==> config.mk <==
export PLATFORM = sky130hd
export DESIGN_NAME = nco_tune_sched
export DESIGN_NICKNAME = d
export VERILOG_FILES = /design/src/rtl/nco_tune_sched.sv
export SDC_FILE = /design/constraint.sdc
export NUM_CORES = 1
export LEC_CHECK = 0
export BUFFER_PORTS_ARGS = -buffer_cell sky130_fd_sc_hd__buf_2
export CORE_MARGIN = 5
export CORE_UTILIZATION = 35
export CTS_CLUSTER_SIZE = 12
export DETAILED_ROUTE_END_ITERATION = 6
export SLEW_MARGIN = 20
export SYNTH_ARGS = -nofsm -noshare
export SYNTH_HDL_FRONTEND = slang
export SYNTH_SLANG_ARGS = --single-unit
==> constraint.sdc <==
create_clock -name clk -period 3.07 [get_ports clk]
set_input_delay 0.4605 -clock clk [delete_from_list [all_inputs] [get_ports clk]]
set_output_delay 0.4605 -clock clk [all_outputs]
set_load 0.05 [all_outputs]
==> src/rtl/nco_tune_sched.sv <==
// nco_tune_sched: tuning scheduler for the shared 32-bit NCO.
// Arbitrates host base-increment retunes against tracking-loop frequency
// offsets, sequences the NCO reset/clock-enable around every retune and
// reports lock once the NCO output is valid again.
// Optional feature: define NCO_SCHED_TMO_EN to build the WAIT_VALID
// watchdog (timeout_err plus automatic retry); otherwise timeout_err is 0.
module nco_tune_sched #(
    parameter int unsigned        RST_CYC  = 7,
    parameter logic signed [31:0] FMOD_LIM = 32'sh1000_0000,
    parameter int unsigned        TMO_CYC  = 64
) (
    input  logic        clk,
    input  logic        reset_n,
    input  logic        enable,
    input  logic        cfg_valid,
    output logic        cfg_ready,
    input  logic [31:0] cfg_phi_inc,
    input  logic        trk_valid,
    output logic        trk_ready,
    input  logic [31:0] trk_fmod,
    output logic [31:0] nco_phi_inc,
    output logic [31:0] nco_freq_mod,
    output logic        nco_reset_n,
    output logic        nco_clken,
    input  logic        nco_out_valid,
    output logic        locked,
    output logic        timeout_err
);

    typedef enum logic [1:0] {
        ST_OFF,
        ST_RESET,
        ST_WAIT_VALID,
        ST_RUN
    } state_t;

    localparam logic [7:0]         RST_LOAD = 8'(RST_CYC - 1);
    localparam logic signed [31:0] NEG_LIM  = -FMOD_LIM;

    state_t             state;
    state_t             state_nxt;
    logic [7:0]         rst_cnt;
    logic               rst_load;
    logic               cfg_acc;
    logic               trk_acc;
    logic signed [31:0] trk_s;
    logic [31:0]        fmod_sat;

`ifdef NCO_SCHED_TMO_EN
    localparam logic [15:0] TMO_LAST = 16'(TMO_CYC - 1);
    logic [15:0] tmo_cnt;
    logic        tmo_hit;
    logic        tmo_err_q;
`endif

    // Tracking offset saturated to the symmetric limit (signed compare)
    always_comb begin
        trk_s    = trk_fmod;
        fmod_sat = trk_fmod;
        if (trk_s > FMOD_LIM) begin
            fmod_sat = FMOD_LIM;
        end else if (trk_s < NEG_LIM) begin
            fmod_sat = NEG_LIM;
        end
    end

    // Handshakes, next-state decode and state-derived NCO controls
    always_comb begin
        state_nxt = state;
        rst_load  = 1'b0;
`ifdef NCO_SCHED_TMO_EN
        tmo_hit   = 1'b0;
`endif
        cfg_ready = (state != ST_RESET);
        trk_ready = (state == ST_RUN) && !cfg_valid;
        cfg_acc   = cfg_valid && cfg_ready;
        trk_acc   = trk_valid && trk_ready;

        // enable low overrides everything; a host accept while parked
        // only updates the stored increment
        if (!enable) begin
            state_nxt = ST_OFF;
        end else if (cfg_acc) begin
            state_nxt = ST_RESET;
            rst_load  = 1'b1;
        end else begin
            unique case (state)
                ST_OFF: begin
                    state_nxt = ST_RESET;
                    rst_load  = 1'b1;
                end
                ST_RESET: begin
                    if (rst_cnt == '0) begin
                        state_nxt = ST_WAIT_VALID;
                    end
                end
                ST_WAIT_VALID: begin
                    if (nco_out_valid) begin
                        state_nxt = ST_RUN;
                    end
`ifdef NCO_SCHED_TMO_EN
                    else if (tmo_cnt == TMO_LAST) begin
                        state_nxt = ST_RESET;
                        rst_load  = 1'b1;
                        tmo_hit   = 1'b1;
                    end
`endif
                end
                ST_RUN: begin
                    state_nxt = ST_RUN;
                end
                default: begin
                    state_nxt = ST_OFF;
                end
            endcase
        end

        nco_reset_n = (state == ST_WAIT_VALID) || (state == ST_RUN);
        nco_clken   = (state != ST_OFF);
        locked      = (state == ST_RUN);
    end

    // State register
    always_ff @(posedge clk) begin
        if (!reset_n) begin
            state <= ST_OFF;
        end else begin
            state <= state_nxt;
        end
    end

    // NCO settings and reset-length counter
    always_ff @(posedge clk) begin
        if (!reset_n) begin
            nco_phi_inc  <= '0;
            nco_freq_mod <= '0;
            rst_cnt      <= '0;
        end else begin
            if (cfg_acc) begin
                nco_phi_inc  <= cfg_phi_inc;
                nco_freq_mod <= '0;
            end else if (trk_acc) begin
                nco_freq_mod <= fmod_sat;
            end

            if (rst_load) begin
                rst_cnt <= RST_LOAD;
            end else if ((state == ST_RESET) && (rst_cnt != '0)) begin
                rst_cnt <= rst_cnt - 8'd1;
            end
        end
    end

`ifdef NCO_SCHED_TMO_EN
    // Watchdog: counts consecutive WAIT_VALID cycles, sticky error flag
    always_ff @(posedge clk) begin
        if (!reset_n) begin
            tmo_cnt   <= '0;
            tmo_err_q <= 1'b0;
        end else begin
            if ((state == ST_WAIT_VALID) && (state_nxt == ST_WAIT_VALID)) begin
                tmo_cnt <= tmo_cnt + 16'd1;
            end else begin
                tmo_cnt <= '0;
            end
            if (tmo_hit) begin
                tmo_err_q <= 1'b1;
            end
        end
    end

    assign timeout_err = tmo_err_q;
`else
    assign timeout_err = 1'b0;
`endif

endmodule

# == Yosys cells after proc, flatten, opt, wreduce, memory -nomap -nowiden ==
# Cells that the tools add are included.
# word_totals
reg_bits,74
inputBits,70
out_inout_bits,70
wordCells,47
# classes
n_addsub,1
order_cmp,2
eq_ne,8
muxes,11
n_bitwise,2
reduce_logical,17
# ops
cell,count
32-bit two-way mux,2
"32-bit by 30-bit > comparator with 1-bit output, second input constant",1
"32-bit by 29-bit < comparator with 1-bit output, second input constant",1
8-bit zero test,1
2-bit one-hot mux with 4 select lines,1
8-bit nonzero test,1
"8-bit by 1-bit subtractor with 8-bit output, second input constant",1
3-bit two-way mux,2
"3-bit != test, second input constant",2
2-bit AND reduction,3
"2-bit == test, second input constant",2
1-bit logical AND,4
1-bit two-way mux,4
2-bit two-way mux,2
"2-bit != test, second input constant",2
2-bit nonzero test,2
2-bit OR reduction,2
3-bit OR reduction,1
"2-bit by 1-bit == test with 1-bit output, second input constant",1
2-bit zero test,1
"2-bit by 1-bit != test with 1-bit output, second input constant",1
1-bit NOT,2
1-bit zero test,1
1-bit logical OR,1

# == Depth between registers and ports, before layout ==
# Gate-level depths: netlist of run 1.
# logic_depth
depth_word,5
mapped_depth,6
depth_no_buf,6

# == Worst setup path after synthesis of run 1 ==
# No wires, ideal clock.
# synth_path
kind,input -> output
start,input port cfg_valid
end,output port trk_ready
t_arrival_ps,1268
required_ps,2609
slack_ps,1342
stages,2
path_buffers,0
path_cell_list,nand2b_1 nor2_1
# synth_via
elab_chain_len,2
# synth_rtl
element,line_no,text
"start, declared",15,"input logic cfg_valid,"
1-bit zero test,75,trk_ready = (state == ST_RUN) && !cfg_valid;
1-bit logical AND,75,
"end, declared",19,"output logic trk_ready,"
# Every way passes these cells.

# == Final worst setup path of run 1 ==
# layout_path
start,register state[1]
end,output port cfg_ready
# layout_via
elab_chain_len,1
# layout_rtl
element,line_no,text
"start, declared",40,state_t state;
"start signal, assigned",128,state <= state_nxt;
2-bit by 1-bit != test with 1-bit output,74,cfg_ready = (state != ST_RESET);
"end, declared",16,"output logic cfg_ready,"
# Every way passes these cells.

==> results of run 1 <==
-- power breakdown --
part,internal (mW),switching (mW)
clock network,0.498,0.351
logic,0.116,0.247
registers,0.993,0.0218
total,1.61,0.620
-- worst max-delay path, stage by stage, from the launching register on --
cell and delay (ns):
dfxtp_1 0.47, nand2b_1 0.31, buf_2 0.33
-- registers in the layout, indices dropped and copies added (netlist names) --
name,count
rst_cnt,8
state,2
nco_freq_mod,32
nco_phi_inc,32
-- final cells by class --
type,count,area [um2]
inverter,6,22.5
multi-input combinational,260,1440
tap,108,135
timing repair buffer,144,736
sequential,74,1480
antenna,1,2.50
fill,896,4590
clock buffer,11,151
clock inverter,4,75.1
-- layer usage --
layer | share of wire, % | GRT usage [%] | up-vias
met5 | 0 | 0 | -
li1 | - | - | 1522
met1 | 43 | 19.1 | 1349
met3 | 5.4 | 4.41 | 16
met4 | 2.2 | 6.01 | 0
met2 | 49 | 25.8 | 87
-- logic make-up (layout without fill, tap and decap cells) --
kind of cell	after synthesis	count (layout)	share of synthesized area (%)
flops	74	74	48.0
other cells	1	2	0.122
compound gates	80	80	14.8
simple gates	170	170	28.8
fa+ha+maj	3	3	1.22
xor+xnor	5	5	1.42
mux	1	1	0.324
buf+inv	35	165	5.35
-- through the flow --
step                      std cells  util, %
after floorplan                 369        -
after global placement          592     44.2
after detailed placement        592     44.2
after CTS                       607     46.8
after global routing            608     46.8
final                           608     46.8
-- worst paths after layout --
check,start,end,slack (ns),cells after the start
worst max-delay path,state[1],cfg_ready,1.17,2
worst min-delay path,cfg_phi_inc[14],nco_phi_inc[14],0.36,3
worst max register to register,rst_cnt[0],rst_cnt[4],1.34,6
worst min register to register,nco_freq_mod[13],nco_freq_mod[13],0.44,2
-- layout by cell type (no fill, tap or decap), types with 2 or more instances in the layout --
cell,Yosys,layout
nor2_1,10,10
nand4_1,4,4
o21ai_0,2,2
clkinvlp_4,0,2
nand4b_1,28,28
bufinv_16,0,2
and2_1,2,2
nand2_1,101,101
o21ai_1,30,30
o211ai_1,3,3
nor4_1,7,7
a21oi_1,36,36
xnor2_1,5,5
buf_2,6,138
inv_1,5,5
ha_1,3,3
nor3_1,4,4
clkbuf_8,0,11
dfxtp_1,74,74
nand3b_1,3,3
nand2b_1,2,2
buf_4,1,6
==> reports/summary.txt, run 1 <==
CORE AREA = 8640 um2
Antenna Nets Post-Route = 0
Synth top area share = 48.0%
Worst-Skew Late Latency = 0.34 ns
share of cells above drive strength 1 = 33.7%
Area growth syn-to-layout = 31.0%
total congestion overflow = 0
design area = 4040 um2
Synth area leader = dfxtp_1
register bit total from synthesis = 74
clock-pin slew on the worst setup and hold paths = 0.08 ns
synth warn = 0
final wirelength = 8760 um
Sinks on Clock Net = 74
DR WL/cell = 14.4 um
Setup TNS = 0 ns
Die X-Extent = 104 um
DP HPWL = 6330 um
Worst Path Max Fanout = 9
fin. max-slew vios = 0
crit path launch type = flop
Rel. slew slack = 29.6%
EDFF count, synth = 0
CP Class = reg2out
Post-Syn Instances = 369
syn_area_per_cell = 8.36 um2
Clock Skews = 0.0124 ns
Worst-Margin Slew = 1.06 ns
Rows = 34
Synth area leaders = dfxtp_1 48%, nand2_1 12%, nand4b_1 7.9%
CTS H-Tree Depth = 3
Critical Path End Type = primary output
die area = 10,800 um2
Residual DRC = 0
RePlAce Congestion = 0.810
Mapped Area = 3090 um2
IO Pins = 140
Static Leakage = 1.75 nW
data arrival time of the worst path = 1.44 ns
pre-CTS WS = 0.902 ns
placed instance area = 3810 um2
overall global routing resource usage = 15.6%
sequential fraction of the synthesis area = 48.0%
Cell Pwr Density = 551 nW/um2
port bufs = 138
final worst path period share = 62.0%
Clock Root Buffer = clkbuf_8
Die Ht = 104 um
status = finished, final reports clean
max frequency = 0.526 GHz
Synth async-reset ratio = 0%
most frequent cell after synthesis = nand2_1
Max VDD drop = 254 uV
Max-Cap Viols = 0
Post-Syn Nets = 442
Critical Path RT = 2.61 ns
number of CTS-inserted buffers = 9
largest net degree at the start of global routing = 36
Final Power = 2.23 mW
vias in the first global route = 2,806
synth cell count leaders = 101 x nand2_1, 74 x dfxtp_1, 36 x a21oi_1
ys flop type = dfxtp_1
first-pass GRT wire length = 14,100 um
Starting Density = 35.7%
Final setup violation count = 0
final hold slack = 0.355 ns
CTS-repair resized insts = 0
initial antenna violation count = 1
Iter 0 DRT Violations = 99
CTS tree = done
CTS Hold Bufs = 0
final-stage net count = 568
drt pass-1 iters = 4
Yosys cell types = 43
clk buf depth = 2
Fin. Hold Viols = 0
vias per cell = 4.89
clock period minus final worst setup slack = 1.90 ns
class of the worst hold path = in2reg
via count = 2,974
RSZ-0062 raised after global routing = no
Post-CTS Setup Bufs = 0
Worst Setup Slack, final = 1.17 ns
Note: power is estimated with default switching activity, not from simulation.
==> run 2, diff against run 1 <==
clock period = 1.9 ns   (was 3.07 ns; I/O delays follow)
==> run 2 against run 1 <==
Against the previous run:
- sequential share of layout area fell by 0.20 points
- worst hold slack got worse by 0.18 ns
- non-clock buffer count rose by 2
- count of clock-buffer cells in the layout rose by 1
- routed wire length rose by 0.18%
- flip-flop and latch count did not move
- critical path type unchanged
- highest routed layer unchanged
==> reports/summary.txt, run 2 (synthesis gave the netlist of run 1 again) <==
status = finished, final reports clean (unchanged)
Worst Path Max Fanout = 9 (unchanged)
IO Pins = 140 (unchanged)
placed instance area = 3850 um2 (was 3810 um2)
worst hold path stage count = 3 (unchanged)
clock period minus final worst setup slack = 1.75 ns
total congestion overflow = 0 (unchanged)
setup slack, reg-to-reg = 0.16 ns (was 1.34 ns)
number of CTS-inserted buffers = 9 (unchanged)
Die Ht = 104 um (unchanged)
die area = 10,800 um2 (unchanged)
biggest regs = nco_freq_mod (32), nco_phi_inc (32), rst_cnt (8) (unchanged)
Final setup violation count = 0 (unchanged)
final wirelength = 8770 um (was 8760 um)
critical path depth in cells = 2 (unchanged)
initial antenna violation count = 0 (was 1)
Clock Root Buffer = clkbuf_8 (unchanged)
number of fillers in the final layout = 905 (was 896)
Residual DRC = 0 (unchanged)
Starting Density = 35.7% (unchanged)
DP HPWL = 6440 um (was 6330 um)
Die X-Extent = 104 um (unchanged)
clock-pin slew on the worst setup and hold paths = 0.08 ns (about the same)
Clock Skews = 0.00856 ns (was 0.0124 ns)
most common cell after layout, fill and taps aside = buf_2 (unchanged)
vias per cell = 4.97 (was 4.89)
CP top delay family = flip-flops (unchanged)
data arrival time of the worst path = 1.46 ns (was 1.44 ns)
Worst-Margin Slew = 0.669 ns (was 1.06 ns)
Static Leakage = 1.76 nW (was 1.75 nW)
slowest CP cell = dfxtp_1 (unchanged)
vias in the first global route = 2,848 (was 2,806)
Fin. Hold Viols = 0 (unchanged)
crit path launch type = flop (unchanged)
Reg2Reg Depth = 6 (unchanged)
Rows = 34 (unchanged)
Max stage delay on crit path = 0.46 ns (was 0.47 ns)
class of the worst hold path = in2reg (unchanged)
share of cells above drive strength 1 = 33.5% (was 33.7%)
Cell Pwr Density = 875 nW/um2 (was 551 nW/um2)
final worst path period share = 92.1%
largest net degree at the start of global routing = 34 (was 36)
Max VDD drop = 460 uV (was 254 uV)
Area growth syn-to-layout = 31.8% (was 31.0%)
first-pass GRT wire length = 14,200 um (was 14,100 um)
CTS-repair resized insts = 0 (unchanged)
drt pass-1 iters = 4 (unchanged)
port bufs = 138 (unchanged)
Setup TNS = 0 ns (unchanged)
RePlAce Congestion = 0.785 (was 0.810)
CP Class = reg2out (unchanged)
CORE AREA = 8640 um2 (unchanged)
Worst-Skew Late Latency = 0.34 ns (about the same)
Antenna Nets Post-Route = 0 (unchanged)
design area = 4070 um2 (was 4040 um2)
Sinks on Clock Net = 74 (unchanged)
final-stage net count = 570 (was 568)
Post-CTS Setup Bufs = 0 (unchanged)
crit path buf inv count = 1 (unchanged)
clk buf depth = 2 (unchanged)
RSZ-0062 raised after global routing = no (unchanged)
CTS H-Tree Depth = 3 (unchanged)
Max-Cap Viols = 0 (unchanged)
Critical Path RT = 1.62 ns (was 2.61 ns)
CTS Hold Bufs = 0 (unchanged)
DR WL/cell = 14.4 um (about the same)
overall global routing resource usage = 15.8% (was 15.6%)
ANT cells = 0 (was 1)
Seq. cell area = 1480 um2 (unchanged)
via count = 3,031 (was 2,974)
commonest non-fill, non-tap cells in the layout = 138 x buf_2, 101 x nand2_1, 74 x dfxtp_1 (unchanged)
Rel. slew slack = 55.4% (was 29.6%)
area of the multi-input gates = 1440 um2 (unchanged)
fin. max-slew vios = 0 (unchanged)
CP cell instances = nand2b_1, buf_2 (unchanged)
Critical Path End Type = primary output (unchanged)
max frequency = 0.572 GHz
Iter 0 DRT Violations = 123 (was 99)
CTS tree = done (unchanged)
==> run 2: worst min-delay path, cell delays in order <==
cell and delay [ns]:
buf_2 0.10, nand2_1 0.05, a21oi_1 0.05
==> run 2: area by class of cell <==
cell class	instances	share of cell area, %
inverter	6	0.554
multi-input combinational	260	35.4
timing repair buffer	146	19.1
clock inverter	4	1.88
tap	108	3.32
sequential	74	36.4
clock buffer	12	3.32
==> run 2: path summary, 6_finish.rpt <==
kind                                 startpoint              end
worst min register to register  nco_freq_mod[4]  nco_freq_mod[4]
worst min-delay path            cfg_phi_inc[10]  nco_phi_inc[10]
worst max-delay path                   state[1]        cfg_ready
worst max register to register       rst_cnt[0]       rst_cnt[4]
==> run 2: routing by layer <==
layer  wire (um)  vias to the layer above  track usage [%]
met5           0                        -                0
met4         244                        0             7.96
met3         411                       18             3.85
met2        4250                       73             25.0
met1        3870                     1413             20.1
li1            -                     1527                -
==> run 2: metrics by stage <==
step / power [mW] / setup slack (ns) / cells / utilization (%) / hold WS [ns]
CTS: 3.60 / 0.115 / 610 / 47.1 / 0.158
detailed placement: 2.27 / 0.145 / 594 / 44.6 / 0.437
floorplan: 2.09 / 0.189 / 369 / - / 0.421
global route: 3.72 / 0.000888 / 610 / 47.1 / 0.164
global placement: 2.26 / 0.240 / 594 / 44.6 / 0.433
finish: 3.56 / 0.151 / 610 / 47.1 / 0.176
==> run 2: where the power goes <==
| part | switching (mW) | internal [mW] | total (mW) |
|---|---|---|---|
| sequential | 0.0367 | 1.60 | 1.64 |
| combinational | 0.401 | 0.194 | 0.595 |
| clock | 0.577 | 0.745 | 1.32 |
| total | 1.01 | 2.54 | 3.56 |
